--- config.mk ---
export PLATFORM = sky130hd
export DESIGN_NAME = pulse_apu_bank
export DESIGN_NICKNAME = d
export VERILOG_FILES = /design/src/rtl/pulse_apu_bank.sv
export SDC_FILE = /design/constraint.sdc
export NUM_CORES = 1
export LEC_CHECK = 0
export CAP_MARGIN = 20
export CELL_PAD_IN_SITES_DETAIL_PLACEMENT = 1
export CELL_PAD_IN_SITES_GLOBAL_PLACEMENT = 2
export CORE_ASPECT_RATIO = 0.5
export CORE_UTILIZATION = 40
export CTS_CLUSTER_DIAMETER = 60
export CTS_CLUSTER_SIZE = 20
export DETAILED_ROUTE_END_ITERATION = 16
export GPL_TIMING_DRIVEN = 0
export PLACE_DENSITY_LB_ADDON = 0.1
export SLEW_MARGIN = 20
export SYNTH_ARGS = -nofsm -noshare
export SYNTH_HDL_FRONTEND = slang
export SYNTH_SLANG_ARGS = --single-unit
--- constraint.sdc ---
create_clock -name clk -period 2.6 [get_ports clk]
set_input_delay 0.52 -clock clk [delete_from_list [all_inputs] [get_ports clk]]
set_output_delay 0.52 -clock clk [all_outputs]
set_load 0.01 [all_outputs]
--- src/rtl/pulse_apu_bank.sv ---
// Bank of CHANNELS NES-style pulse voices mixed into one left-aligned DAC word.
// Latency: a register write reaches dac/active two clk edges later (state update, then output register).
// Backpressure: none; the byte-write port accepts one write per cycle unconditionally.
module pulse_apu_bank #(
   parameter int CHANNELS  = 2,
   parameter int DAC_WIDTH = 6,
   parameter int PRESCALE  = 2,
   parameter int FRAME_DIV = 14915
) (
   input  logic                 clk,
   input  logic                 rst_n,
   input  logic                 wr_en,
   input  logic [4:0]           wr_addr,
   input  logic [7:0]           wr_data,
   output logic [DAC_WIDTH-1:0] dac,
   output logic [CHANNELS-1:0]  active,
   output logic                 frame_tick
);

   localparam int SW = 4 + $clog2(CHANNELS);
   localparam int PW = (PRESCALE > 1) ? $clog2(PRESCALE) : 1;
   localparam int FW = $clog2(FRAME_DIV);
   localparam logic [5:0] ADDR_LIM = 6'(CHANNELS * 4);

   logic [PW-1:0]          pre_cnt;
   logic [FW-1:0]          frame_cnt;
   logic                   tick;
   logic                   wr_ok;
   logic [2:0]             wr_ch;
   logic [1:0]             wr_reg;
   logic [3:0]             contrib [CHANNELS];
   logic [SW-1:0]          sum;
   logic [DAC_WIDTH-1:0]   dac_next;
   logic [CHANNELS-1:0]    act_next;

   // Duty table: bit n of the pattern is the output level during sequencer step n.
   function automatic logic duty_bit(input logic [1:0] d, input logic [2:0] s);
      logic [7:0] pat;
      pat = 8'b0000_0010;
      case (d)
         2'd0: pat = 8'b0000_0010;
         2'd1: pat = 8'b0000_0110;
         2'd2: pat = 8'b0001_1110;
         2'd3: pat = 8'b1111_1001;
         default: pat = 8'b0000_0010;
      endcase
      return pat[s];
   endfunction

   assign tick       = (pre_cnt == PW'(PRESCALE - 1));
   assign frame_tick = (frame_cnt == FW'(FRAME_DIV - 1));

   // Free-running timer prescaler; wraps after PRESCALE clks.
   always_ff @(posedge clk or negedge rst_n) begin
      if (!rst_n)    pre_cnt <= '0;
      else if (tick) pre_cnt <= '0;
      else           pre_cnt <= pre_cnt + PW'(1);
   end

   // Free-running envelope frame divider; wraps after FRAME_DIV clks.
   always_ff @(posedge clk or negedge rst_n) begin
      if (!rst_n)          frame_cnt <= '0;
      else if (frame_tick) frame_cnt <= '0;
      else                 frame_cnt <= frame_cnt + FW'(1);
   end

   // Out-of-range addresses never reach any channel.
   assign wr_ok  = wr_en && ({1'b0, wr_addr} < ADDR_LIM);
   assign wr_ch  = wr_addr[4:2];
   assign wr_reg = wr_addr[1:0];

   for (genvar g = 0; g < CHANNELS; g++) begin : g_ch
      logic [1:0]  duty;
      logic        loop_en;
      logic        const_vol;
      logic        enable;
      logic [3:0]  vol;
      logic [3:0]  level;
      logic [3:0]  env_div;
      logic [10:0] period;
      logic [10:0] timer;
      logic [2:0]  step;
      logic        hit;
      logic        pat_bit;

      assign hit = wr_ok && (wr_ch == 3'(g));

      // Register writes win over timer/envelope updates in the same cycle.
      always_ff @(posedge clk or negedge rst_n) begin
         if (!rst_n) begin
            duty      <= '0;
            loop_en   <= 1'b0;
            const_vol <= 1'b0;
            vol       <= '0;
            period    <= '0;
            enable    <= 1'b0;
            timer     <= '0;
            step      <= '0;
            level     <= '0;
            env_div   <= '0;
         end else if (hit) begin
            case (wr_reg)
               2'd0: begin
                  duty      <= wr_data[7:6];
                  loop_en   <= wr_data[5];
                  const_vol <= wr_data[4];
                  vol       <= wr_data[3:0];
               end
               2'd1: period[7:0]  <= wr_data;
               2'd2: period[10:8] <= wr_data[2:0];
               default: begin
                  enable  <= wr_data[0];
                  step    <= '0;
                  timer   <= period;
                  level   <= 4'd15;
                  env_div <= vol;
               end
            endcase
         end else begin
            if (tick) begin
               if (timer == '0) begin
                  timer <= period;
                  step  <= step + 3'd1;
               end else begin
                  timer <= timer - 11'd1;
               end
            end
            if (frame_tick) begin
               if (env_div == '0) begin
                  env_div <= vol;
                  if (level != '0)  level <= level - 4'd1;
                  else if (loop_en) level <= 4'd15;
               end else begin
                  env_div <= env_div - 4'd1;
               end
            end
         end
      end

      // Pattern lookup for the current sequencer step.
      always_comb pat_bit = duty_bit(duty, step);

      // Periods below 8 are ultrasonic and are muted; the timer keeps running.
      assign contrib[g] = (enable && (period[10:3] != 8'd0) && pat_bit)
                          ? (const_vol ? vol : level) : 4'd0;
   end

   // Sum all channel contributions and flag the audible ones.
   always_comb begin
      sum      = '0;
      act_next = '0;
      for (int i = 0; i < CHANNELS; i++) begin
         sum         = sum + SW'(contrib[i]);
         act_next[i] = (contrib[i] != 4'd0);
      end
   end

   if (DAC_WIDTH < SW) begin : g_trunc
      assign dac_next = sum[SW-1 -: DAC_WIDTH];
   end else if (DAC_WIDTH == SW) begin : g_exact
      assign dac_next = sum;
   end else begin : g_pad
      assign dac_next = {sum, {(DAC_WIDTH - SW){1'b0}}};
   end

   // Output register for the mixed word and activity flags.
   always_ff @(posedge clk or negedge rst_n) begin
      if (!rst_n) begin
         dac    <= '0;
         active <= '0;
      end else begin
         dac    <= dac_next;
         active <= act_next;
      end
   end

endmodule

Yosys cells after proc, flatten, opt, wreduce, memory -nomap -nowiden
Index checks and enable logic that the tools add are counted.
Widths: inputs -> output; s select.
{"block": "op_classes", "eq_ne": 12, "bitwise_logic": 1, "order_cmp": 3, "addsub": 11, "multipliers": 0, "div_mod_pow": 0, "shifts": 0, "muxes": 46, "reduce_logical": 48}
{"op": "$mux 4", "n": 23}
{"op": "$mux 11", "n": 8}
{"op": "$pmux 8 s4", "n": 2}
{"op": "$reduce_and 2->1", "n": 12}
{"op": "$logic_not 11->1", "n": 2}
{"op": "$sub 11x1->11 const B", "n": 2}
{"op": "$mux 3", "n": 7}
{"op": "$reduce_bool 2->1", "n": 8}
{"op": "$reduce_bool 4->1", "n": 4}
{"op": "$reduce_bool 8->1", "n": 2}
{"op": "$sub 4x1->4 const B", "n": 4}
{"op": "$add 14x1->14 const B", "n": 1}
{"op": "$eq 14x14->1 const B", "n": 1}
{"op": "$mux 14", "n": 1}
{"op": "$eq 2x2->1 const B", "n": 5}
{"op": "$logic_not 4->1", "n": 2}
{"op": "$lt 3x4->1 const B", "n": 2}
{"op": "$reduce_and 4->1", "n": 2}
{"op": "$logic_and 1x1->1", "n": 7}
{"op": "$add 3x1->3 const B", "n": 2}
{"op": "$bmux 1 s3", "n": 2}
{"op": "$eq 2x1->1 const B", "n": 3}
{"op": "$logic_not 2->1", "n": 3}
{"op": "$reduce_and 3->1", "n": 2}
{"op": "10 further kinds", "n": 14}
{"block": "word_totals", "romBits": 0, "inputBits": 16, "register_bits": 106, "ramBits": 0, "n_memories": 0, "out_inout_bits": 9, "latchBits": 0}

Depth between registers and ports, before layout
{"block": "logic_depth", "depth_word": 7, "depth_mapped": 13, "ltp_nobuf": 13}

Worst setup path after synthesis
No wires, ideal clock.
{"block": "synth_timing", "path_type": "reg-to-reg", "start": "reg g_ch[1].duty[0]", "end": "reg dac[5]", "period_less_slack_ns": 2.217, "setup_ns": 0.066, "slack_ns": 0.383, "path_stages_with_launch": 11, "arrival_ns": 2.151, "cell_sequence": "dfrtp_1 -> inv_1 -> ha_1 -> a21oi_1 -> o22a_1 -> o2111ai_1 -> or2_2 -> fa_1 -> nor2b_1 -> o21ai_0 -> nand2b_1"}
{"block": "synth_via", "elab_chain_len": 7}
{"element": "start: declaration", "line_no": "73", "text": "logic [1:0] duty;"}
{"element": "start signal: assignment", "line_no": "104", "text": "duty <= wr_data[7:6];"}
{"element": "$eq 2x2->1, or another cell as far along", "line_no": "40", "text": "case (d)"}
{"element": "$pmux 8 s4 *", "line_no": "40"}
{"element": "$bmux 1 s3 *", "line_no": "47", "text": "return pat[s];"}
{"element": "$mux 1 (implied by the code) *", "line_no": "47"}
{"element": "$logic_and 1x1->1 *", "line_no": "144", "text": "assign contrib[g] = (enable && (period[10:3] != 8'd0) && pat_bit)"}
{"element": "$mux 4 *", "line_no": "145", "text": "? (const_vol ? vol : level) : 4'd0;"}
{"element": "$add 4x4->5 *", "line_no": "153", "text": "sum = sum + SW'(contrib[i]);"}
{"element": "named net sum[4]", "line_no": "32", "text": "logic [SW-1:0] sum;"}
{"element": "end signal: assignment", "line_no": "172", "text": "dac <= dac_next;"}
{"element": "end: declaration", "line_no": "15", "text": "output logic [DAC_WIDTH-1:0] dac,"}
The timed path passes the listed nets; every way through them passes the cells marked *. The select of a mux whose other input is x is not followed.
A chain may end at the register's enable or synchronous reset.

Worst setup path in the final report
{"block": "layout_timing", "start": "in wr_addr[3]", "end": "reg g_ch[0].timer[2]"}
{"block": "layout_via", "elab_chain_len": 5}
{"element": "start: declaration", "line_no": "13", "text": "input logic [4:0] wr_addr,"}
{"element": "$lt 5x4->1", "line_no": "68", "text": "assign wr_ok = wr_en && ({1'b0, wr_addr} < ADDR_LIM);"}
{"element": "$logic_and 1x1->1", "line_no": "68"}
{"element": "$logic_and 1x1->1 *", "line_no": "86", "text": "assign hit = wr_ok && (wr_ch == 3'(g));"}
{"element": "$ne 2x2->1 (no line) / $reduce_bool 2->1 (equally long branches)"}
{"element": "$reduce_and 2->1 (no line)"}
{"element": "end signal: assignment", "line_no": "114", "text": "timer <= period;"}
{"element": "end signal: assignment", "line_no": "122", "text": "timer <= period;"}
{"element": "end signal: assignment", "line_no": "125", "text": "timer <= timer - 11'd1;"}
{"element": "end: declaration", "line_no": "81", "text": "logic [10:0] timer;"}
Mark *: on every way between the ends. The rest lies on a longest branch, timed or not.

==> reports/metrics.cfg <==
[run_status]
status = finished clean

[clocking]
clock_latency_ps = 350
cts_made_buffers = 9
cts_tree = built
htree_num_levels = 3
clk_path_buf_depth = 2
cts.root.buffer_cell = clkbuf_16
path_clk_slew_ps = 70
cts_sinks = 106

[worst_setup_path]
worst_r2r_endpoint = dac[5]
r2r-start = g_ch[1].duty[0]
critical_path_class = in2reg
ff2ff_path_depth = 12
r2r_slack_ps = 200
worst-path-max-fanout = 10
cp.required_ps = 2820
start_kind = primary input
crit_path_end_kind = flop
cp_data_arrival_time_ps = 2680

[layout]
seq_area_um2 = 2650
multi_input_area_um2 = 2940
diodes = 0
filler_cell_count = 1542
layout_commonest_cell = dfrtp_1
stdcell_area_um2 = 6610
nNetsFinal = 635
drive_above_1_share = 0.153
layout_common_cells = dfrtp_1 (105), nor2_1 (51), nand2_1 (42)
layout.cells.non_filler = 793
syn_to_final_growth_pct = 15.8
final_core_util = 0.481

[grt]
grt_start_max_net_pins = 64
grt-ovfl-total = 0
grt_pass1_wl_um = 25800
first_global_vias = 4578
antenna_found_initial = 1
grt.total_usage = 0.230

[die]
die_y_um = 86.5
core_area_um2 = 13700
die_w_um = 171
row_count = 30
die_area_um2 = 14800
io_pins = 25
start_util = 0.416

[power_and_ir_drop]
combPwrFrac = 0.242
switchingPower_mw = 1.70
p_int_mw = 3.43
ir_worst_vdd_mv = 0.367
power_leakage_nw = 2.87
clkPwrFrac = 0.278
pwr-share-seq = 0.479
power_density_nw_per_um2 = 776
p_sw_frac = 0.331
p_total_mw = 5.13

[synth]
synth_ff_type = dfrtp_1
synth-edff-count = 0
synth_seq_cells = 106
syn_nets = 599
yosysSeqAreaShare = 0.465
synth_cells = 560
netlist_area_um2 = 5710
yosys_warnings = 0
syn_avg_cell_area_um2 = 10.2
synth_area_leaders = dfrtp_1 (46%), mux2_2 (7.7%), ha_1 (4.8%)
yosysTopAreaCell = dfrtp_1
synth_top_area_frac = 0.465
synth_cell_types = 76
async_flop_share = 1.00

[drt]
dr_total_vias = 4464
viasPerCell = 5.63
ant_nets = 0
drc = 0
drtIter0Drc = 249
routedWlPerCell_um = 19.5
firstDrtPassIters = 4
wl_um = 15500

[placement]
dpl.cell_count = 776
dpl_cell_area_um2 = 6210
gp_congestion = 0.803
io_buffers = 23
post-dp-hpwl_um = 11000

[sta]
slew_viol_final = 0
fin_tns_setup_ps = 0
worst_pin_slew_ps = 874
timing.final.crit_share = 0.948
period_needed_ps = 2460
setup_viol = 0
fin_skew_ps = 10.3
slew_headroom = 0.412
hold_viol_final = 0
maxClockFrequency_mhz = 406

[hold_path]
min_path_type = in2async

[run]
drv_cap = 0

==> sequential cells by signal, summed over array words and instances, names as in the netlist, 4 cells and up <==
signal and count:
g_ch.period 22, g_ch.timer 22, g_ch.level 8, dac 5, g_ch.env_div 8, g_ch.vol 8
g_ch.duty 4, g_ch.step 6, frame_cnt 14
==> area by class of cell <==
| cell class | instances | area share |
|---|---|---|
| Multi-Input combinational cell | 409 | 0.445 |
| Sequential cell | 106 | 0.402 |
| Timing Repair Buffer | 26 | 0.0413 |
| Clock buffer | 12 | 0.0388 |
| Tap cell | 192 | 0.0363 |
| Inverter | 28 | 0.0180 |
| Buffer | 16 | 0.0112 |
| Clock inverter | 4 | 0.00757 |
==> critical path, cell delays in order <==
cell,delay (ps)
clkdlybuf4s50_1,520
or4b_1,540
buf_2,200
a32oi_4,330
clkbuf_4,300
nor2_1,70
o32ai_1,120
a41oi_1,70
==> timing repair <==
action | CTS | global route
pin swaps | 1 | 0
cloned | 0 | 0
gates resized for setup | 7 | 10
buffers inserted | 2 | 0
endpoints found under the setup margin | 21 | 22
hold buffers | 0 | 0
==> logic make-up after synthesis <==
kind of cell,Yosys count,synth area share
and+or+nand+nor,193,0.176
AOI/OAI and AO/OA,126,0.154
DFF,106,0.465
muxes,51,0.0980
buffers and inverters,45,0.0316
adders and majority gates,23,0.0517
xor gates and xnor gates,15,0.0230
other,1,0.000657
==> worst max-delay path by stage <==
stage / start / endpoint / slack [ps] / cells past startpoint
floorplan: g_ch[1].duty[0] / dac[5] / 380 / 10
global placement: rst_n / g_ch[0].timer[7] / -3300 / 1
detailed placement: wr_addr[3] / g_ch[0].period[3] / -550 / 5
CTS: wr_addr[3] / g_ch[0].period[3] / 80 / 5
global route: wr_addr[3] / g_ch[0].timer[2] / -7 / 8
finish: wr_addr[3] / g_ch[0].timer[2] / 140 / 8
==> cell usage after synthesis (5+ instances only) <==
cell type	instances
mux2i_1	12
dfrtp_1	106
nor2_1	52
nand2_1	42
o21ai_1	5
xor2_1	6
nor4_1	9
a21oi_1	29
inv_1	28
nor3_1	8
clkbuf_1	8
o31ai_1	6
ha_1	22
nand4_1	8
nand3_1	22
nor2b_1	7
xnor2_1	9
buf_2	6
mux2_2	39
o21ai_0	31
a31oi_1	7
==> per-layer routing <==
| layer | track usage | wire length (um) |
|---|---|---|
| met5 | 0 | 0 |
| met2 | 0.338 | 6780 |
| met1 | 0.355 | 8130 |
| met4 | 0.0365 | 19 |
| met3 | 0.0397 | 570 |
==> metrics by stage <==
step | hold slack, ps | setup slack [ps]
detailed placement | 482 | -552
floorplan | 224 | 383
global route | 126 | -7.29
finish | 99.4 | 135
CTS | 115 | 77.3
global placement | 462 | -3300
==> power groups by stage <==
stage                     Clock (mW)  Combinational [mW]  Sequential, mW
after floorplan                    0               0.906            2.32
after CTS                       1.47                1.23            2.45
after global placement             0                1.17            2.45
after global routing            1.53                1.43            2.52
after detailed placement           0                1.22            2.47
final                           1.43                1.24            2.46
Power figures use the tool's default switching activity.
